**src/rtl/rv_mem_arbiter.sv**
```systemverilog
// Arbitrates one single-port synchronous SRAM between instruction fetch and data ports.
// The data port has priority; a bounded starve counter guarantees fetch forward progress.
module rv_mem_arbiter #(
  parameter int unsigned AW            = 32,
  parameter int unsigned DM_STARVE_MAX = 4
) (
  input  logic          clk_i,
  input  logic          rst_n_i,
  input  logic          im_req_i,
  input  logic [AW-1:0] im_addr_i,
  input  logic          im_flush_i,
  output logic          im_ack_o,
  output logic [31:0]   im_data_o,
  output logic          im_valid_o,
  input  logic          dm_req_i,
  input  logic [AW-1:0] dm_addr_i,
  input  logic [31:0]   dm_data_s_i,
  input  logic [3:0]    dm_sel_i,
  input  logic          dm_we_i,
  output logic          dm_ack_o,
  output logic [31:0]   dm_data_l_o,
  output logic          dm_valid_o,
  output logic          mem_en_o,
  output logic          mem_we_o,
  output logic [AW-1:0] mem_addr_o,
  output logic [31:0]   mem_data_o,
  output logic [3:0]    mem_sel_o,
  input  logic [31:0]   mem_data_i
);

  localparam int unsigned CW = 4;
  localparam logic [CW-1:0] STARVE_LIM = CW'(DM_STARVE_MAX);

  typedef enum logic [1:0] {
    OWN_NONE = 2'd0,
    OWN_IM   = 2'd1,
    OWN_DM   = 2'd2
  } owner_e;

  owner_e        r_owner;
  owner_e        w_owner_nxt;
  logic [CW-1:0] r_starve;
  logic [CW-1:0] w_starve_nxt;
  logic          w_gnt_dm;
  logic          w_gnt_im;

  // Grants are suppressed while reset is asserted so the RAM sees no access.
  assign w_gnt_dm = rst_n_i & dm_req_i & ~(im_req_i & (r_starve == STARVE_LIM));
  assign w_gnt_im = rst_n_i & im_req_i & ~w_gnt_dm;

  assign im_ack_o = w_gnt_im;
  assign dm_ack_o = w_gnt_dm;

  always_comb begin
    mem_en_o   = 1'b0;
    mem_we_o   = 1'b0;
    mem_addr_o = '0;
    mem_data_o = '0;
    mem_sel_o  = 4'h0;
    if (w_gnt_dm) begin
      mem_en_o   = 1'b1;
      mem_we_o   = dm_we_i;
      mem_addr_o = dm_addr_i;
      mem_data_o = dm_we_i ? dm_data_s_i : 32'h0;
      mem_sel_o  = dm_we_i ? dm_sel_i : 4'hF;
    end else if (w_gnt_im) begin
      mem_en_o   = 1'b1;
      mem_addr_o = im_addr_i;
      mem_sel_o  = 4'hF;
    end
  end

  // Read-owner tracking and starve counter next state.
  always_comb begin
    w_owner_nxt  = OWN_NONE;
    w_starve_nxt = '0;
    if (w_gnt_dm) begin
      if (!dm_we_i) w_owner_nxt = OWN_DM;
      if (im_req_i) w_starve_nxt = (r_starve == STARVE_LIM) ? STARVE_LIM : r_starve + CW'(1);
    end else if (w_gnt_im) begin
      w_owner_nxt = OWN_IM;
    end
  end

  always_ff @(posedge clk_i or negedge rst_n_i) begin
    if (!rst_n_i) begin
      r_owner  <= OWN_NONE;
      r_starve <= '0;
    end else begin
      r_owner  <= w_owner_nxt;
      r_starve <= w_starve_nxt;
    end
  end

  assign im_valid_o  = (r_owner == OWN_IM) & ~im_flush_i;
  assign dm_valid_o  = (r_owner == OWN_DM);
  assign im_data_o   = mem_data_i;
  assign dm_data_l_o = mem_data_i;

endmodule

```
**config.mk**
```make
export PLATFORM = sky130hd
export DESIGN_NAME = rv_mem_arbiter
export DESIGN_NICKNAME = d
export VERILOG_FILES = /design/src/rtl/rv_mem_arbiter.sv
export SDC_FILE = /design/constraint.sdc
export NUM_CORES = 1
export LEC_CHECK = 0
export CAP_MARGIN = 20
export CORE_AREA = 2 2 108 110
export CTS_CLUSTER_DIAMETER = 50
export DETAILED_ROUTE_END_ITERATION = 8
export DIE_AREA = 0 0 110 112
export GPL_TIMING_DRIVEN = 0
export PLACE_DENSITY = 0.59
export RECOVER_POWER = 50
export REMOVE_ABC_BUFFERS = 1
export SYNTH_ARGS = -nofsm -noshare
export SYNTH_HDL_FRONTEND = slang
export SYNTH_SLANG_ARGS = --single-unit
```
**constraint.sdc**
```tcl
create_clock -name clk_i -period 1.7 [get_ports clk_i]
set_input_delay 0.34 -clock clk_i [delete_from_list [all_inputs] [get_ports clk_i]]
set_output_delay 0.34 -clock clk_i [all_outputs]
set_load 0.02 [all_outputs]
```
Word-level counts from Yosys, hierarchy flattened

Cells that the tools add are included.
Widths: inputs -> output; s select.

Add/sub/neg operators: 1
Eq/ne operators: 3
Mux-type cells: 16
Bitwise gates (word level): 9

Operators by type and width:

| kind                | number |
|---|---|
| $mux 32             | 4 |
| $mux 4              | 6 |
| $and 1x1->1         | 6 |
| $add 4x1->4 const B | 1 |
| $eq 4x3->1 const B  | 1 |
| $mux 1              | 4 |
| $mux 2              | 2 |
| $not 1->1           | 3 |
| $eq 2x1->1 const B  | 1 |
| $eq 2x2->1 const B  | 1 |

Flip-flop bits (word level): 6
Bits of input ports: 138
Logic and storage cells: 31

Logic depth before layout (Yosys ltp)

Depth after elaboration: 8
Depth in mapped cells: 7

Worst setup path after synthesis

OpenSTA, ideal clock, no wires.

Path type: flip-flop to output port
Start point: register r_starve[0]
End point: output port mem_addr_o[17]
Arrival time: 1.481 ns
Data required time: 1.360 ns
Path slack: -0.121 ns
Stages on the path, launching flop included: 7
Buffers on the path: 1
Cells stage by stage: dfrtp_1 inv_1 ha_1 nand3b_1 a21oi_2 buf_2 a22o_1

Word-level cells in the longest chain between the ends: 8

RTL lines:

| item                   | RTL line | source |
|---|---|---|
| from (decl)            | 42       | `logic [CW-1:0] r_starve;` |
| from (signal assigned) | 91       | `r_starve <= w_starve_nxt;` |
| $eq 4x3->1             | 48       | `assign w_gnt_dm = rst_n_i & dm_req_i & ~(im_req_i & (r_starve == STARVE_LIM));` |
| $and 1x1->1            | 48       |  |
| $not 1->1              | 48       |  |
| $and 1x1->1            | 48       |  |
| $not 1->1              | 49       | `assign w_gnt_im = rst_n_i & im_req_i & ~w_gnt_dm;` |
| $and 1x1->1            | 49       |  |
| via im_ack_o           | 12       | `output logic im_ack_o,` |
| $mux 32                | 66       | `end else if (w_gnt_im) begin` |
| $mux 32                | 60       | `if (w_gnt_dm) begin` |
| to (decl)              | 25       | `output logic [AW-1:0] mem_addr_o,` |

The timed path passes the listed nets, and every way through them passes these cells.

Worst setup path in the final report

Start point: register r_starve[1]
End point: output port mem_data_o[8]

Word-level cells in the longest chain between the ends: 5

RTL lines:

| item        | RTL line | source |
|---|---|---|
| $eq 4x3->1  | 48       |  |
| $and 1x1->1 | 48       |  |
| $not 1->1   | 48       |  |
| $and 1x1->1 | 48       |  |
| $mux 32     | 60       |  |
| to (decl)   | 26       | `output logic [31:0] mem_data_o,` |

Every way passes these cells.

==> results.toml <==
[timing]
setup_viol = 72
timing.slew.headroom_pct = 67.4
rsz0062_at_grt = "yes"
fin_setup_tns_ns = -26.44
drv_slew = 0
tightest_slew_ns = 0.489
max_freq_mhz = 464
finClkSkew_ns = 0.00110
min_period_ns = 2.16
setup_slack_ns = -0.456
hold_violations = 0
fin_crit_sh_pct = 127

[layout]
final_core_util_pct = 29.3
syn_to_final_growth_pct = 138
diodes = 0
layout-drive-gt1-share_pct = 39.2
nets = 448

[floorplan]
die_area_um2 = 12300
die_y_um = 112
die_w_um = 110
start_util_pct = 12.3
io_pins = 276
rows = 39
core_area_um2 = 11200

[placed_design]
gp_congestion = 0.670
dp_hpwl_mm = 6.33
io_buffer_count = 179

[route]
wl_per_cell_um = 19.4
drt-total-wl_mm = 8.72
wl_met2_mm = 3.77
drtIter0Drc = 46
route.met3.wl_mm = 1.87
num_vias = 1836
ant_nets = 0
wl_met1_mm = 2.93
first_pass_iters = 4
drcViolationCount = 0
top_layer = "met5"
avgViaCountPerCell = 4.09

[worst_setup_path]
reg2reg_depth = 7
slowest_stage = "dfrtp_1"
crit_path_end_kind = "output pin"
critPathMaxStageDelay_ns = 0.37
critPathKind = "reg2out"
crit_chain = "inv_1 -> ha_2 -> nand4b_1 -> buf_4 -> nand3_4 -> clkinvlp_4 -> and2_4 -> buf_6"
worstReg2RegEnd = "r_starve[0]"
arrival_ns = 1.82
crit_buf_inv = 4
path_delay_family = "buffers and inverters"
start_kind = "register"
rrSetupSlack_ns = 0.30
worst-path-max-fanout = 8
r2r-start = "r_starve[1]"
cp.required_ns = 1.36

[clocking]
htree_num_levels = 1
clk_pin_slew_ns = 0.03
cts_tree = "yes"
cts_buffers = 3
root_buffer = "clkbuf_16"
clock-sinks = 6
insertion_delay_ns = 0.23
cts_buffer_depth = 2
cts_hold_buf = 0

[synth]
synth_ff_type = "dfrtp_1"
synthMuxAreaShare_pct = 0
synth-simple-area-share_pct = 20.8
synth-seq-cells = 6
synthAdderAreaFrac_pct = 1.82
yosysUniqueCellTypes = 22
synth_top_family_by_area = "buffers and inverters"
synth_top_cell_by_area = "buf_4"
synth_xor_area_share_pct = 1.27
synth-edff-count = 0
syn_inst = 174
ys_async_sr_fraction_pct = 100
seq_area_frac_synth_pct = 10.9
yosys_warnings = 0
yosysTopAreaCellShare_pct = 34.9
synth-compound-area-share_pct = 24.1
syn_area_um2 = 1380
syn_area_per_cell_um2 = 7.90
synthTopCellsByArea = "buf_4 (35%), a22o_1 (20%), and2_1 (15%)"

[global_route]
gr-total-overflow = 0
first_global_vias = 1853
antenna_found_initial = 0
groute.usage.overall_pct = 12.0
grt_pass1_wl_mm = 10.6
grt_max_degree = 24

[pwr]
p_seq_share_pct = 11.8
p_switching_uw = 356
pwr-share-comb_pct = 57.6
clockPowerShare_pct = 30.6
intPower_uw = 900
vdd_drop_max_uv = 239
power.density_nw_per_um2 = 384
leakage_nw = 1.46
swShare_pct = 28.3

[outcome]
violations = "negative setup slack"
status = "finished with violations"

[flow_run]
maxCapViolCount = 0

[worst_hold_path]
hp-class = "in2async"
worst max-delay path by stage:
stage | from | to | cells after the start
4_1_cts | r_starve[0] | mem_data_o[23] | 8
2_1_floorplan | r_starve[0] | mem_addr_o[0] | 5
3_5_place_dp | rst_n_i | mem_addr_o[7] | 6
3_3_place_gp | rst_n_i | mem_addr_o[8] | 5
5_1_grt | r_starve[0] | mem_data_o[9] | 8
6_report | r_starve[1] | mem_data_o[8] | 8
synth_stat cells (3+ instances only):
cell / n
inv_1: 3
buf_6: 3
nor3_1: 4
and2_1: 34
dfrtp_1: 6
buf_2: 5
o21a_1: 5
a22o_1: 32
buf_4: 64
cell type report:
cell class	instances	area (µm²)
fill	1190	7900
timing repair buffer	201	2090
multi-input combinational	90	734
tap	143	179
sequential	6	150
clock buffer	3	75.1
inverter	4	22.5
timing repair inverter	2	18.8
metrics by stage:
step                cell area, µm²  hold slack [ns]  power, mW  instances  setup slack [ns]
finish                        3270           0.0454       1.26        449            -0.456
global route                  3270           0.0781       1.31        449            -0.528
CTS                           2950           0.0565       1.19        439            -0.421
detailed placement            2840            0.506      0.781        424             -1.54
global placement              2800            0.485      0.766        422             -1.95
floorplan                      826           0.0444      0.351        100            -0.613
state kept, by name, indices dropped and copies added (netlist names):
register	cells
r_owner	2
r_starve	4
logic make-up after synthesis:
| group | Yosys count |
|---|---|
| AND/OR/NAND/NOR | 47 |
| buffers and inverters | 78 |
| XOR/XNOR | 2 |
| flip-flops | 6 |
| AO/OA/AOI/OAI | 39 |
| adder cells (fa/ha/maj) | 2 |
routing by layer:
layer,vias up,global-route usage (%)
met5,-,7.14
met4,3,2.87
met3,12,10.9
met2,208,18.4
met1,817,11.3
li1,796,-
worst register-to-register path, cell delays in order, from the launching register on:
cell and delay (ns):
dfrtp_1 0.37, inv_1 0.07, ha_2 0.18, nand3b_1 0.16, buf_4 0.18, buf_4 0.12, nand2_1 0.13, nor3_1 0.08
repair_timing:
action	CTS	global route
buffers inserted	8	5
gates cloned	4	5
endpoints found under the setup margin	74	72
gates resized for setup	382	56
pin swaps	19	29
power groups by stage:
| stage | clock [mW] | sequential, mW | combinational (mW) |
|---|---|---|---|
| global route | 0.397 | 0.149 | 0.764 |
| detailed placement | 0 | 0.151 | 0.630 |
| floorplan | 0 | 0.150 | 0.201 |
| global placement | 0 | 0.150 | 0.616 |
| CTS | 0.390 | 0.148 | 0.652 |
| finish | 0.384 | 0.148 | 0.723 |
layout by cell type (no fill, tap or decap):
cell type and count:
buf_12 2, a21oi_1 1, a21oi_4 1, clkdlybuf4s15_1 1, xnor2_1 1, buf_8 3
a22o_4 1, nand3_4 1, clkbuf_1 1, nand3b_1 1, nand2_1 1, nand4b_1 1
ha_1 1, nor2b_1 2, clkbuf_16 7, dlymetal6s2s_1 1, clkinvlp_4 1, buf_2 17
nor3b_1 1, nand3_1 1, dfrtp_1 6, xor2_1 1, a22o_1 31, o21a_1 5
inv_8 2, ha_2 1, dlygate4sd2_1 3, and2_4 16, nand2_2 1, clkdlybuf4s50_1 102
nor3_1 4, and2_1 18, buf_4 10, buf_6 55, inv_1 3, buf_16 2
Power figures use the tool's default switching activity.
